**config.mk**
```make
export PLATFORM = sky130hd
export DESIGN_NAME = jtag_scan_ctrl
export DESIGN_NICKNAME = d
export VERILOG_FILES = /design/src/rtl/jtag_scan_ctrl.sv
export SDC_FILE = /design/constraint.sdc
export NUM_CORES = 1
export LEC_CHECK = 0
export CAP_MARGIN = 20
export CORE_MARGIN = 3
export CORE_UTILIZATION = 35
export DETAILED_ROUTE_END_ITERATION = 8
export SLEW_MARGIN = 10
export SYNTH_ARGS = -nofsm -noshare
export SYNTH_HDL_FRONTEND = slang
export SYNTH_SLANG_ARGS = --single-unit
```
**constraint.sdc**
```tcl
create_clock -name clk -period 2.1 [get_ports clk]
set_input_delay 0.63 -clock clk [delete_from_list [all_inputs] [get_ports clk]]
set_output_delay 0.63 -clock clk [all_outputs]
set_load 0.05 [all_outputs]
```
**src/rtl/jtag_scan_ctrl.sv**
```systemverilog
// jtag_scan_ctrl: command sequencer in front of the JTAG shift engine.
// Takes a host command (instruction + data + DR length) and issues an optional
// IR scan followed by a DR scan to the engine. It then returns the captured DR
// bits, or an error, on a valid/ready response channel. The last loaded
// instruction is cached so that a repeat of the same IR skips the IR scan.
module jtag_scan_ctrl #(
    parameter int IR_W    = 10,
    parameter int DR_W    = 8,
    parameter int LEN_W   = 16,
    parameter int TIMEOUT = 1024
) (
    input  logic             clk,
    input  logic             rst,          // asynchronous, active-low
    // host command channel
    input  logic             cmd_valid,
    output logic             cmd_ready,
    input  logic [IR_W-1:0]  cmd_ir,
    input  logic [DR_W-1:0]  cmd_dr,
    input  logic [LEN_W-1:0] cmd_dr_len,
    input  logic             cmd_force_ir,
    // host response channel
    output logic             rsp_valid,
    input  logic             rsp_ready,
    output logic [DR_W-1:0]  rsp_data,
    output logic             rsp_err,
    // shift engine interface
    output logic             eng_work,
    output logic             eng_op,
    output logic [LEN_W-1:0] eng_len,
    output logic [IR_W-1:0]  eng_ir,
    output logic [DR_W-1:0]  eng_dr,
    input  logic             eng_done,
    input  logic [DR_W-1:0]  eng_cap
);

    // Watchdog width does not depend on LEN_W; one spare bit lets it saturate
    // past TIMEOUT-1 without wrapping. TIMEOUT==0 disables expiry entirely.
    localparam int WD_W = $clog2(TIMEOUT) + 1;
    localparam logic [WD_W-1:0] WD_LAST = (TIMEOUT == 0) ? '0 : WD_W'(TIMEOUT - 1);
    localparam logic [WD_W-1:0] WD_MAX  = '1;
    localparam logic [LEN_W-1:0] IR_LEN = LEN_W'(IR_W);
    localparam logic [LEN_W-1:0] DR_MAX = LEN_W'(DR_W);

    typedef enum logic [2:0] {
        IDLE    = 3'd0,
        IR_GO   = 3'd1,
        IR_WAIT = 3'd2,
        DR_GO   = 3'd3,
        DR_WAIT = 3'd4,
        RESP    = 3'd5
    } state_t;

    state_t           state_q, state_d;
    logic             cmd_ready_q, cmd_ready_d;
    logic             rsp_valid_q, rsp_valid_d;
    logic [DR_W-1:0]  rsp_data_q, rsp_data_d;
    logic             rsp_err_q, rsp_err_d;
    logic             eng_work_q, eng_work_d;
    logic             eng_op_q, eng_op_d;
    logic [LEN_W-1:0] eng_len_q, eng_len_d;
    logic [IR_W-1:0]  eng_ir_q, eng_ir_d;
    logic [DR_W-1:0]  eng_dr_q, eng_dr_d;
    logic [IR_W-1:0]  ir_q, ir_d;
    logic [DR_W-1:0]  dr_q, dr_d;
    logic [LEN_W-1:0] len_q, len_d;
    logic [IR_W-1:0]  cached_ir_q, cached_ir_d;
    logic             ir_cache_valid_q, ir_cache_valid_d;
    logic [WD_W-1:0]  wd_q, wd_d;

    logic             cmd_fire;
    logic             cmd_len_bad;
    logic             cache_hit;
    logic             wd_expired;
    logic [WD_W-1:0]  wd_inc;
    logic [DR_W-1:0]  cap_mask;

    assign cmd_fire    = cmd_valid && cmd_ready_q;
    assign cmd_len_bad = (cmd_dr_len == '0) || (cmd_dr_len > DR_MAX);
    assign cache_hit   = ir_cache_valid_q && (cached_ir_q == cmd_ir) && !cmd_force_ir;
    assign wd_expired  = (TIMEOUT != 0) && (wd_q == WD_LAST);
    assign wd_inc      = (wd_q == WD_MAX) ? wd_q : wd_q + 1'b1;

    // Captured bits beyond the requested DR length are not meaningful; mask them.
    for (genvar gi = 0; gi < DR_W; gi++) begin : g_cap_mask
        assign cap_mask[gi] = (len_q > LEN_W'(gi));
    end

    // Next-state and next-output logic. Outputs are computed for the state being
    // entered so that the registered outputs line up with the state register.
    always_comb begin
        state_d          = state_q;
        cmd_ready_d      = cmd_ready_q;
        rsp_valid_d      = rsp_valid_q;
        rsp_data_d       = rsp_data_q;
        rsp_err_d        = rsp_err_q;
        eng_work_d       = 1'b0;
        eng_op_d         = eng_op_q;
        eng_len_d        = eng_len_q;
        eng_ir_d         = eng_ir_q;
        eng_dr_d         = eng_dr_q;
        ir_d             = ir_q;
        dr_d             = dr_q;
        len_d            = len_q;
        cached_ir_d      = cached_ir_q;
        ir_cache_valid_d = ir_cache_valid_q;
        wd_d             = wd_q;

        case (state_q)
            IDLE: begin
                if (cmd_fire) begin
                    ir_d        = cmd_ir;
                    dr_d        = cmd_dr;
                    len_d       = cmd_dr_len;
                    cmd_ready_d = 1'b0;
                    if (cmd_len_bad) begin
                        // Illegal length: answer immediately, engine untouched.
                        state_d     = RESP;
                        rsp_valid_d = 1'b1;
                        rsp_err_d   = 1'b1;
                        rsp_data_d  = '0;
                    end else if (cache_hit) begin
                        state_d    = DR_GO;
                        eng_work_d = 1'b1;
                        eng_op_d   = 1'b1;
                        eng_len_d  = cmd_dr_len;
                        eng_dr_d   = cmd_dr;
                    end else begin
                        state_d    = IR_GO;
                        eng_work_d = 1'b1;
                        eng_op_d   = 1'b0;
                        eng_len_d  = IR_LEN;
                        eng_ir_d   = cmd_ir;
                    end
                end
            end

            IR_GO: begin
                wd_d    = '0;
                state_d = IR_WAIT;
            end

            IR_WAIT: begin
                // eng_done takes priority over a simultaneous watchdog expiry.
                if (eng_done) begin
                    cached_ir_d      = ir_q;
                    ir_cache_valid_d = 1'b1;
                    state_d          = DR_GO;
                    eng_work_d       = 1'b1;
                    eng_op_d         = 1'b1;
                    eng_len_d        = len_q;
                    eng_dr_d         = dr_q;
                end else if (wd_expired) begin
                    ir_cache_valid_d = 1'b0;
                    state_d          = RESP;
                    rsp_valid_d      = 1'b1;
                    rsp_err_d        = 1'b1;
                    rsp_data_d       = '0;
                end else begin
                    wd_d = wd_inc;
                end
            end

            DR_GO: begin
                wd_d    = '0;
                state_d = DR_WAIT;
            end

            DR_WAIT: begin
                if (eng_done) begin
                    state_d     = RESP;
                    rsp_valid_d = 1'b1;
                    rsp_err_d   = 1'b0;
                    rsp_data_d  = eng_cap & cap_mask;
                end else if (wd_expired) begin
                    // Engine state is unknown after a timeout; force a fresh IR scan.
                    ir_cache_valid_d = 1'b0;
                    state_d          = RESP;
                    rsp_valid_d      = 1'b1;
                    rsp_err_d        = 1'b1;
                    rsp_data_d       = '0;
                end else begin
                    wd_d = wd_inc;
                end
            end

            RESP: begin
                if (rsp_ready) begin
                    rsp_valid_d = 1'b0;
                    cmd_ready_d = 1'b1;
                    state_d     = IDLE;
                end
            end

            default: begin
                state_d     = IDLE;
                cmd_ready_d = 1'b1;
                rsp_valid_d = 1'b0;
            end
        endcase
    end

    // State, latched command, IR cache, watchdog and registered outputs.
    always_ff @(posedge clk or negedge rst) begin
        if (!rst) begin
            state_q          <= IDLE;
            cmd_ready_q      <= 1'b1;
            rsp_valid_q      <= 1'b0;
            rsp_data_q       <= '0;
            rsp_err_q        <= 1'b0;
            eng_work_q       <= 1'b0;
            eng_op_q         <= 1'b0;
            eng_len_q        <= '0;
            eng_ir_q         <= '0;
            eng_dr_q         <= '0;
            ir_q             <= '0;
            dr_q             <= '0;
            len_q            <= '0;
            cached_ir_q      <= '0;
            ir_cache_valid_q <= 1'b0;
            wd_q             <= '0;
        end else begin
            state_q          <= state_d;
            cmd_ready_q      <= cmd_ready_d;
            rsp_valid_q      <= rsp_valid_d;
            rsp_data_q       <= rsp_data_d;
            rsp_err_q        <= rsp_err_d;
            eng_work_q       <= eng_work_d;
            eng_op_q         <= eng_op_d;
            eng_len_q        <= eng_len_d;
            eng_ir_q         <= eng_ir_d;
            eng_dr_q         <= eng_dr_d;
            ir_q             <= ir_d;
            dr_q             <= dr_d;
            len_q            <= len_d;
            cached_ir_q      <= cached_ir_d;
            ir_cache_valid_q <= ir_cache_valid_d;
            wd_q             <= wd_d;
        end
    end

    assign cmd_ready = cmd_ready_q;
    assign rsp_valid = rsp_valid_q;
    assign rsp_data  = rsp_data_q;
    assign rsp_err   = rsp_err_q;
    assign eng_work  = eng_work_q;
    assign eng_op    = eng_op_q;
    assign eng_len   = eng_len_q;
    assign eng_ir    = eng_ir_q;
    assign eng_dr    = eng_dr_q;

endmodule

```
# Yosys cells after proc, flatten, opt, wreduce, memory -nomap -nowiden
# Index checks and enable logic that the tools add are counted.
dict set report totals {
  regBits 106
  inputBits 48
  output_inout_bits 47
  elab_cells 130
}
dict set report op_classes {
  addsub 1
  magnitude_cmp 9
  n_eq_ne 19
  muxes 55
  n_bitwise 5
  n_reduce_logical 25
}
# operator count
set ops {}
lappend ops {{8-bit 2-to-1 mux} 9}
lappend ops {{16-bit by 3-bit greater-than comparator with 1-bit output, second input constant} 4}
lappend ops {{16-bit 2-to-1 mux} 4}
lappend ops {{11-bit 2-to-1 mux} 3}
lappend ops {{16-bit by 1-bit greater-than comparator with 1-bit output, second input constant} 2}
lappend ops {{16-bit by 2-bit greater-than comparator with 1-bit output, second input constant} 2}
lappend ops {{16-bit one-hot mux with 2 select lines} 1}
lappend ops {{8-bit one-hot mux with 3 select lines} 1}
lappend ops {{2-bit != test, second input constant} 11}
lappend ops {{11-bit one-hot mux with 2 select lines} 1}
lappend ops {{1-bit 2-to-1 mux} 21}
lappend ops {{3-bit 2-to-1 mux} 6}
lappend ops {{3-bit one-hot mux with 6 select lines} 1}
lappend ops {{16-bit by 4-bit greater-than comparator with 1-bit output, second input constant} 1}
lappend ops {{16-bit zero test} 1}
lappend ops {{8-bit one-hot mux with 2 select lines} 1}
lappend ops {{4-bit AND reduction} 4}
lappend ops {{11-bit by 1-bit adder with 11-bit output, second input constant} 1}
lappend ops {{11-bit by 10-bit equality test with 1-bit output, second input constant} 1}
lappend ops {{11-bit equality test, second input constant} 1}
lappend ops {{10-bit equality test} 1}
lappend ops {{5-bit AND reduction} 2}
lappend ops {{8-bit bitwise AND} 1}
lappend ops {{2-bit AND reduction} 4}
lappend ops {{other kinds (17)} 30}

# Depth between registers and ports, before layout
# Gate-level depths: netlist of the first run.
dict set report depth {
  word_depth 7
  depth_mapped 8
  ltp_nobuf 6
}

# Least setup slack after synthesis of the first run
# No wires, ideal clock.
dict set report synth_timing {
  path_kind {in2reg}
  from {input port cmd_dr_len[4]}
  to {register eng_ir_q[1], in the netlist eng_ir[1]}
  setup_time_ns 0.128
  arrival_time_ns 2.043
  t_required_ns 1.972
  path_slack_ns -0.071
  cell_stages 6
  n_path_buf 1
  cell_sequence {nor4_1 > and3_1 > nand2_1 > nor3b_1 > buf_2 > mux2_1}
}
dict set report synth_between {
  elab_chain_len 4
  elab_cells_between_ends 5
  cone_classes {1 x order compare; 1 x bitwise; 3 x reduce/logical}
}
# element line
set synth_lines {}
lappend synth_lines {{from (decl)} 19} ;# input logic [LEN_W-1:0] cmd_dr_len,
lappend synth_lines {{16-bit by 4-bit greater-than comparator with 1-bit output / 16-bit zero test (equally long branches)} 78} ;# assign cmd_len_bad = (cmd_dr_len == '0) || (cmd_dr_len > DR_MAX);
lappend synth_lines {{1-bit logical OR *} 78}
lappend synth_lines {{1-bit inverter (no source line) *} n/a}
lappend synth_lines {{4-bit AND reduction (no source line) *} n/a}
lappend synth_lines {{to (signal assigned)} 230} ;# eng_ir_q <= eng_ir_d;
lappend synth_lines {{to (decl)} 61} ;# logic [IR_W-1:0] eng_ir_q, eng_ir_d;
# Mark *: on every way between the ends. The rest lies on a longest branch, timed or not.
# A chain may end at the register's enable or synchronous reset.

# Worst setup path in the final report of the first run
dict set report layout_timing {
  from {input port cmd_valid}
  to {register eng_ir_q[6], in the netlist eng_ir[6]}
}
dict set report layout_between {
  elab_chain_len 2
}
# element line
set layout_lines {}
lappend layout_lines {{from (decl)} 15} ;# input logic cmd_valid,
lappend layout_lines {{1-bit logical AND} 77} ;# assign cmd_fire = cmd_valid && cmd_ready_q;
lappend layout_lines {{4-bit AND reduction (no source line)} n/a}
# No other way between the ends.

==> impl_metrics.tcl, run 1 <==
set metrics [dict create \
    initial_utilization_pct 36.09 \
    totalWireLength_um 11470 \
    synth_top_area_share_pct 54.33 \
    vias 3706 \
    hpwl_um 8257 \
    finalPower_mw 9.221 \
    h-tree-depth 3 \
    diodes 0 \
    yosysTopAreaCell "dfrtp_1" \
    maxSlewHeadroom_pct 59.45 \
    cp.arrival_ns 2.28 \
    ys_seq_elements 106 \
    overflow 0 \
    grt_use_total_pct 15.46 \
    synth_seq_area_share_pct 54.88 \
    clk_latency_ns 0.35 \
    fin_crit_sh_pct 97.38 \
    synth_common_cells "dfrtp_1 (105), mux2_2 (35), nand2_1 (34)" \
    gp_congestion 0.7893 \
    crit_path_max_fanout 6 \
    rows 42 \
    io_pins 95 \
    crit_required_ns 2.33 \
    syn-cell-area_mm2 0.004836 \
    cts_sinks 106 \
    worst_setup_path_end_kind "flop" \
    stdcell_area_mm2 0.006655 \
    drv_slew 0 \
    max_slew.worst_pin.slew_ns 0.6071 \
    grt_start_max_net_pins 61 \
    synth.avg_cell_area_um2 11.38 \
    port_buffers 94 \
    drtIter0Drc 174 \
    final_hold_viol_count 0 \
    dieArea_mm2 0.01526 \
    synth_edf_count 0 \
    wl_per_cell_um 15.59 \
    cts_buffer_depth 2 \
    grt_pass1_vias 3724 \
    first_pass_iters 5 \
    synth.most_common_cell "dfrtp_1" \
    ys_warn_count 0 \
    core_area_mm2 0.01340 \
    netlist_instances 425 \
    synth_flop_cell "dfrtp_1" \
    hold_class "in -> async" \
    cellPowerDensity_mw_per_mm2 1386 \
    status "finished clean" \
    max-cap-violations 0 \
    die_h_um 123.5 \
    fin_crit_ns 2.045 \
    clkSlewWorstSetupHoldPaths_ns 0.07 \
    setup_violations 0 \
    detail-route-antenna-nets 0 \
    synth_cell_types 53 \
    synthTopCellsByArea "dfrtp_1 (54%), mux2_2 (8.2%), mux2_1 (5.1%)" \
    grt_pass1_wl_um 18530 \
    syn2layout_area_growth_pct 37.62 \
    power.leakage_nw 3.012 \
    rsz0062_at_grt "true" \
    cts_tree "built" \
    drcViolationCount 0 \
    placedInstanceArea_mm2 0.006183 \
    skew_ns 0.005930 \
    die_w_um 123.5 \
    max_freq_mhz 489.0 \
    syn_nets 474 \
    cts-root-buf "clkbuf_16" \
    start_kind "input pin" \
    viasPerCell 5.035 \
    setup.worst_path.class "in -> reg" \
    cts_hold_buffers 0 \
    peakVddDrop_uv 751.5 \
    drive_above_1_share_pct 32.86 \
    grt_antenna_before_repair 0 \
    async_flop_share_pct 100.0 \
    cts_inserted_buffers 9 \
    nets 604 \
]
## critical path, stage by stage
cell,delay (ns)
clkdlybuf4s50_1,0.54
and3b_1,0.24
nand2_2,0.11
nor3b_4,0.27
buf_6,0.17
mux2_1,0.31
## power by group
group / internal [mW] / switching [mW] / total (mW)
Sequential: 2.83 / 0.614 / 3.45
Clock: 0.996 / 0.759 / 1.76
Combinational: 1.62 / 2.40 / 4.02
Total: 5.45 / 3.77 / 9.22
## layout by cell type, fill, tap and decap left out, types with 9 or more instances in the layout
| master | Yosys | layout |
|---|---|---|
| clkbuf_16 | 0 | 9 |
| xor2_1 | 16 | 15 |
| nand3_1 | 13 | 11 |
| nor2_1 | 33 | 33 |
| buf_4 | 0 | 89 |
| mux2_1 | 22 | 17 |
| dfrtp_1 | 105 | 105 |
| clkdlybuf4s50_1 | 0 | 24 |
| dlygate4sd2_1 | 0 | 17 |
| a21oi_1 | 25 | 25 |
| o22ai_1 | 9 | 9 |
| nand2_1 | 34 | 32 |
| mux2_2 | 35 | 35 |
## per-layer routing
metal | track usage [%] | share of wire [%]
met5 | 0 | 0
met2 | 24.50 | 48
met1 | 21.04 | 46
met3 | 3.705 | 4.9
met4 | 4.775 | 1.3
## per-stage QoR
step	setup slack, ns	utilization (%)	hold slack, ns	cells	TNS (ns)
2_1_floorplan	0.007270	-	0.3344	425	0
6_report	0.05499	49.66	0.1286	736	0
4_1_cts	0.001086	49.09	0.1194	734	0
3_3_place_gp	-0.5992	46.14	0.4682	717	-27.97
5_1_grt	-0.02787	49.66	0.1233	736	-0.03627
3_5_place_dp	-0.6084	46.14	0.4790	717	-29.30
## cells by family (layout without fill, tap and decap cells)
kind of cell               after synthesis  in the layout  share of synthesized area (%)
adders and majority gates                1              1                         0.2587
buffers and inverters                   28            163                          2.354
xor gates and xnor gates                16             16                          2.898
AOI/OAI and AO/OA                       84             84                          11.57
muxes                                   61             61                          14.10
DFF                                    106            106                          54.88
and+or+nand+nor                        129            129                          13.95
## repair_timing
action	in CTS	in global routing
buffers inserted	1	2
resized for setup	35	14
pin swaps	7	10
setup endpoints to repair	31	20
## path summary, 6_finish.rpt
kind / slack (ns) / cells after the start / startpoint / endpoint
setup / recovery: 0.05 / 6 / cmd_valid / eng_ir[6]
hold / removal: 0.13 / 1 / rst / len_q[7]
setup reg to reg: 0.05 / 6 / len_q[7] / rsp_data[2]
hold reg to reg: 0.49 / 1 / ir_q[0] / ir_q[0]
max in group asynchronous: 1.40 / 2 / rst / ir_q[5]
min in group clk: 0.49 / 1 / ir_q[0] / ir_q[0]
## registers in the layout (all words and copies together), names as in the netlist, 3 cells and up
name	flops
dr_q	8
cached_ir_q	10
rsp_data	8
wd_q	11
state_q	3
ir_q	10
eng_dr	8
len_q	16
eng_ir	10
eng_len	16
## area by class of cell
class | instances | area, um2
Tap cell | 176 | 220.2
Timing Repair Buffer | 142 | 1234
Clock inverter | 5 | 61.31
Inverter | 5 | 18.77
Multi-Input combinational cell | 291 | 2215
Fill cell | 1235 | 6745
Clock buffer | 11 | 252.7
Sequential cell | 106 | 2654
Power figures use the tool's default switching activity.
==> run 2: changes to the inputs <==
SETUP_SLACK_MARGIN = 0.4   (was unset)
==> impl_metrics.tcl, run 2 (synthesized netlist as in run 1, its figures left out) <==
set metrics [dict create \
    status "finished clean" \
    r2r_start "len_q[8]" \
    grt_antenna_before_repair 0 \
    gp_congestion 0.8338 \
    max_slew.worst_pin.slew_ns 0.5831 \
    diodes 0 \
    cts-root-buf "clkbuf_16" \
    initial_utilization_pct 36.09 \
    detail-route-antenna-nets 0 \
    placedInstanceArea_mm2 0.006441 \
    nets 652 \
    layout_common_cells "buf_4 (112), dfrtp_1 (102), mux2_2 (35)" \
    overflow 0 \
    setup_violations 0 \
    power.leakage_nw 3.323 \
    cts_hold_buffers 0 \
    skew_ns 0.005603 \
    start_kind "flop" \
    io_pins 95 \
    wl_per_cell_um 16.89 \
    maxSlewHeadroom_pct 61.05 \
    final_hold_viol_count 0 \
    max-cap-violations 0 \
    core_area_mm2 0.01340 \
    crit_required_ns 2.34 \
    drtIter0Drc 215 \
    port_buffers 94 \
    first_pass_iters 4 \
    hold_class "in -> async" \
    worst_setup_path_end_kind "flop" \
    dieArea_mm2 0.01526 \
    fin_cells 784 \
    cellPowerDensity_mw_per_mm2 1338 \
    dp_cells 726 \
    drv_slew 0 \
    r2r_setup_slack_ns 0.02 \
    finalSetupTns_ns 0 \
    drive_above_1_share_pct 52.14 \
    grt_pass1_wl_um 20460 \
    hpwl_um 8843 \
    syn2layout_area_growth_pct 56.48 \
    preCtsSetupSlack_ns -0.6448 \
    rsz0062_at_grt "true" \
    clkSlewWorstSetupHoldPaths_ns 0.07 \
    fillCellCount 1140 \
    peakVddDrop_uv 547.0 \
    final_common_cell "buf_4" \
    clk_latency_ns 0.35 \
    die_w_um 123.5 \
    grt_start_max_net_pins 29 \
    cts_tree "built" \
    drcViolationCount 0 \
    seqCellArea_mm2 0.002658 \
    worstReg2RegEnd "rsp_data[1]" \
    max_freq_mhz 479.7 \
    cts_buffer_depth 2 \
    cts_inserted_buffers 9 \
    reg2regPathDepth 6 \
    crit_path_max_fanout 4 \
    h-tree-depth 3 \
    multi_input_area_mm2 0.002674 \
    vias 3937 \
    die_h_um 123.5 \
    fin_crit_ns 2.084 \
    cp.arrival_ns 2.32 \
    stdcell_area_mm2 0.007567 \
    grt_pass1_vias 4025 \
    rows 42 \
    worst_slack_ns 0.01552 \
    fin_crit_sh_pct 99.26 \
    final_core_util_pct 56.47 \
    grt_use_total_pct 17.38 \
    cts_sinks 106 \
    totalWireLength_um 13240 \
    setup.worst_path.class "reg -> reg" \
    viasPerCell 5.022 \
]
==> run 2: changes by cell type in the layout (fill, tap and decap cells not counted), moves of 7 or more <==
cell	delta
nand3_1	-7
clkdlybuf4s50_1	-7
buf_4	+23
a2bb2oi_1	-8
nor2_4	+18
a2bb2oi_2	+8
dlygate4sd2_1	-12
buf_6	+22
a21oi_2	+12
buf_2	+9
a21oi_1	-12
nor2_1	-19
==> run 2: through the flow <==
stage | hold WS [ns] | power [mW]
final | 0.2017 | 10.13
after global routing | 0.2120 | 10.69
after CTS | 0.2044 | 9.870
after detailed placement | 0.4759 | 7.702
after global placement | 0.4688 | 7.607
after floorplan | 0.3344 | 6.291
==> run 2: routing by layer <==
metal	up-vias	wire length [um]	track usage [%]
li1	1891	-	-
met1	1937	5823	22.73
met2	84	6572	28.13
met3	25	501	3.248
met4	0	343	7.682
met5	-	0	0
==> run 2: timing repair <==
action | 4_1_cts | 5_1_grt
buffers inserted | 29 | 11
pin swaps | 29 | 34
cloned | 2 | 0
resized for setup | 151 | 75
endpoints found under the setup margin | 104 | 59
==> run 2: critical path, cell delays in order (launching register included) <==
cell	delay, ns
dfrtp_1	0.38
or4_4	0.55
nor4_4	0.18
nand3_2	0.13
buf_4	0.16
or3_1	0.31
a32o_1	0.27
==> run 2: layout make-up <==
type / instances / share of cell area, %
clock inverters: 3 / 0.5291
inverters: 5 / 0.2480
flip-flops and latches: 106 / 35.12
clock buffers: 13 / 3.175
well taps: 176 / 2.910
multi-input cells: 291 / 35.33
repair buffers: 190 / 22.69
==> run 2: how the worst max path moves through the flow <==
stage | startpoint | endpoint | cells after the start
final | len_q[8] | rsp_data[1] | 6
after global routing | len_q[8] | rsp_data[1] | 6
after CTS | len_q[8] | rsp_data[0] | 5
after detailed placement | cmd_ir[2] | eng_dr[4] | 9
after global placement | cmd_ir[2] | eng_dr[3] | 9
after floorplan | cmd_dr_len[7] | eng_ir[1] | 6
==> run 2: power breakdown <==
part	switching (mW)	internal (mW)	leakage (nW)	total, mW
sequential	0.668	2.84	1.33	3.51
clock	0.725	0.923	0.138	1.65
combinational	2.80	2.17	1.86	4.97
==> run 3: changes to the inputs <==
--- a/config.mk
+++ b/config.mk
@@ -7,4 +7,5 @@
 export LEC_CHECK = 0
 export CAP_MARGIN = 20
+export CORE_ASPECT_RATIO = 1.25
 export CORE_MARGIN = 3
 export CORE_UTILIZATION = 35
==> constraint.sdc (replaced) <==
create_clock -name clk -period 2.1 [get_ports clk]
set_input_delay 0.63 -clock clk [delete_from_list [all_inputs] [get_ports clk]]
set_output_delay 0.63 -clock clk [all_outputs]
set_load 0.01 [all_outputs]
==> impl_metrics.tcl, run 3 (synthesized netlist as in run 1, its figures left out) <==
set metrics [dict create \
    peakVddDrop_uv 624.7 \
    final_hold_viol_count 0 \
    power.leakage_nw 3.465 \
    h-tree-depth 3 \
    endpoint "rsp_data[0]" \
    grt_antenna_before_repair 0 \
    hpwl_um 8862 \
    hold_class "in -> async" \
    intPower_mw 6.121 \
    fin_crit_ns 2.067 \
    clk_latency_ns 0.36 \
    cts_buffer_depth 2 \
    detail-route-antenna-nets 0 \
    rsz0062_at_grt "true" \
    power_frac_comb_pct 43.4 \
    crit_path_max_fanout 4 \
    drcViolationCount 0 \
    reg2regPathDepth 5 \
    setup.worst_path.class "reg -> reg" \
    gp_congestion 0.8060 \
    crit_required_ns 2.35 \
    cts_tree "built" \
    max_freq_mhz 483.8 \
    syn2layout_area_growth_pct 62.04 \
    port_buffers 94 \
    drtIter0Drc 132 \
    cts_sinks 106 \
    initial_utilization_pct 36.07 \
    r2r_setup_slack_ns 0.03 \
    vias 3995 \
    start_kind "flop" \
    io_pins 95 \
    worstReg2RegEnd "rsp_data[0]" \
    clkSlewWorstSetupHoldPaths_ns 0.07 \
    fillCellCount 1126 \
    rows 47 \
    seqCellArea_mm2 0.002659 \
    power_frac_seq_pct 37.0 \
    crit_start "len_q[7]" \
    worst_setup_path_end_kind "flop" \
    preCtsSetupSlack_ns -0.5731 \
    final_core_util_pct 58.45 \
    fin_crit_sh_pct 98.43 \
    first_pass_iters 4 \
    r2r_start "len_q[7]" \
    drv_slew 0 \
    clockPowerShare_pct 19.6 \
    multi_input_area_mm2 0.002715 \
    maxSlewHeadroom_pct 59.29 \
    switchingPower_mw 3.263 \
    grt_pass1_vias 4040 \
    layout_common_cells "dfrtp_1 (101), buf_4 (75), dlygate4sd2_1 (35)" \
    cp.arrival_ns 2.32 \
    cellPowerDensity_mw_per_mm2 1198 \
    totalWireLength_um 13530 \
    final_common_cell "dfrtp_1" \
    grt_start_max_net_pins 39 \
    diodes 0 \
    die_w_um 111.1 \
    grt_use_total_pct 17.43 \
    setup_violations 0 \
    skew_ns 0.009447 \
    nets 663 \
    viasPerCell 5.057 \
    grt_pass1_wl_um 20930 \
    core_area_mm2 0.01341 \
    switching_share_pct 34.77 \
    drive_above_1_share_pct 48.47 \
    overflow 0 \
    dieArea_mm2 0.01527 \
    worst_slack_ns 0.03297 \
    max_slew.worst_pin.slew_ns 0.6094 \
    status "finished clean" \
    die_h_um 137.4 \
    cts_inserted_buffers 9 \
    finalSetupTns_ns 0 \
    cts-root-buf "clkbuf_16" \
    wl_per_cell_um 17.13 \
    max-cap-violations 0 \
]
## run 3: cell count changes in the layout (fill, tap and decap cells not counted), moves of 4 or more
cell | before | now
buf_4 | 112 | 75
nor2_2 | 1 | 5
nor2_4 | 18 | 11
clkdlybuf4s15_1 | 5 | 19
dlygate4sd2_1 | 5 | 35
## run 3: routing by layer
layer / GRT usage (%) / share of wire [%] / vias to the layer above
met4: 8.114 / 2.4 / 0
met5: 0 / 0 / -
met1: 23.07 / 45 / 1991
met3: 2.812 / 2.9 / 23
met2: 28.34 / 50 / 75
li1: - / - / 1906
## run 3: cell type report
class	instances	share of cell area (%)
clock buffer	10	2.922
clock inverter	6	1.134
inverter	5	0.2395
multi-input combinational	291	34.65
sequential	106	33.93
tap	171	2.730
timing repair buffer	201	24.40
## run 3: power groups by stage
stage / logic [mW] / registers [mW] / clock network, mW
final: 4.07 / 3.47 / 1.84
after global routing: 4.42 / 3.57 / 1.96
after detailed placement: 3.22 / 3.47 / 0
after floorplan: 1.80 / 3.45 / 0
after CTS: 3.54 / 3.46 / 1.87
after global placement: 3.16 / 3.45 / 0
## run 3: through the flow
stage,instances,hold WS (ns),instance area (um2),total power [mW]
2_1_floorplan,425,0.3344,5066,5.250
3_3_place_gp,712,0.4688,6486,6.605
3_5_place_dp,712,0.4781,6486,6.688
4_1_cts,756,0.1736,7278,8.880
5_1_grt,790,0.1925,7836,9.944
6_report,790,0.1739,7836,9.385
## run 3: worst max-delay path, cell delays in order, from the launching register on
cell     delay [ns]
dfrtp_1        0.41
or4_4          0.54
nor4_4         0.18
nand3_2        0.13
or4_1          0.43
a32o_1         0.27
## run 3: timing repair
item | in CTS | in global routing
pin swaps | 32 | 35
gates cloned | 3 | 3
gates resized for setup | 211 | 85
setup buffers | 25 | 31
setup endpoints to repair | 150 | 90
hold buffers | 0 | 0
## run 3: worst min path at each step
stage                     startpoint              to  slack (ns)  cells after the start
after floorplan                  rst  cached_ir_q[0]        0.33                      0
after global placement       ir_q[2]         ir_q[2]        0.47                      1
after detailed placement     ir_q[2]         ir_q[2]        0.48                      1
after CTS                        rst       eng_ir[4]        0.17                      1
after global routing             rst       eng_ir[5]        0.19                      1
final                            rst       eng_ir[5]        0.17                      1
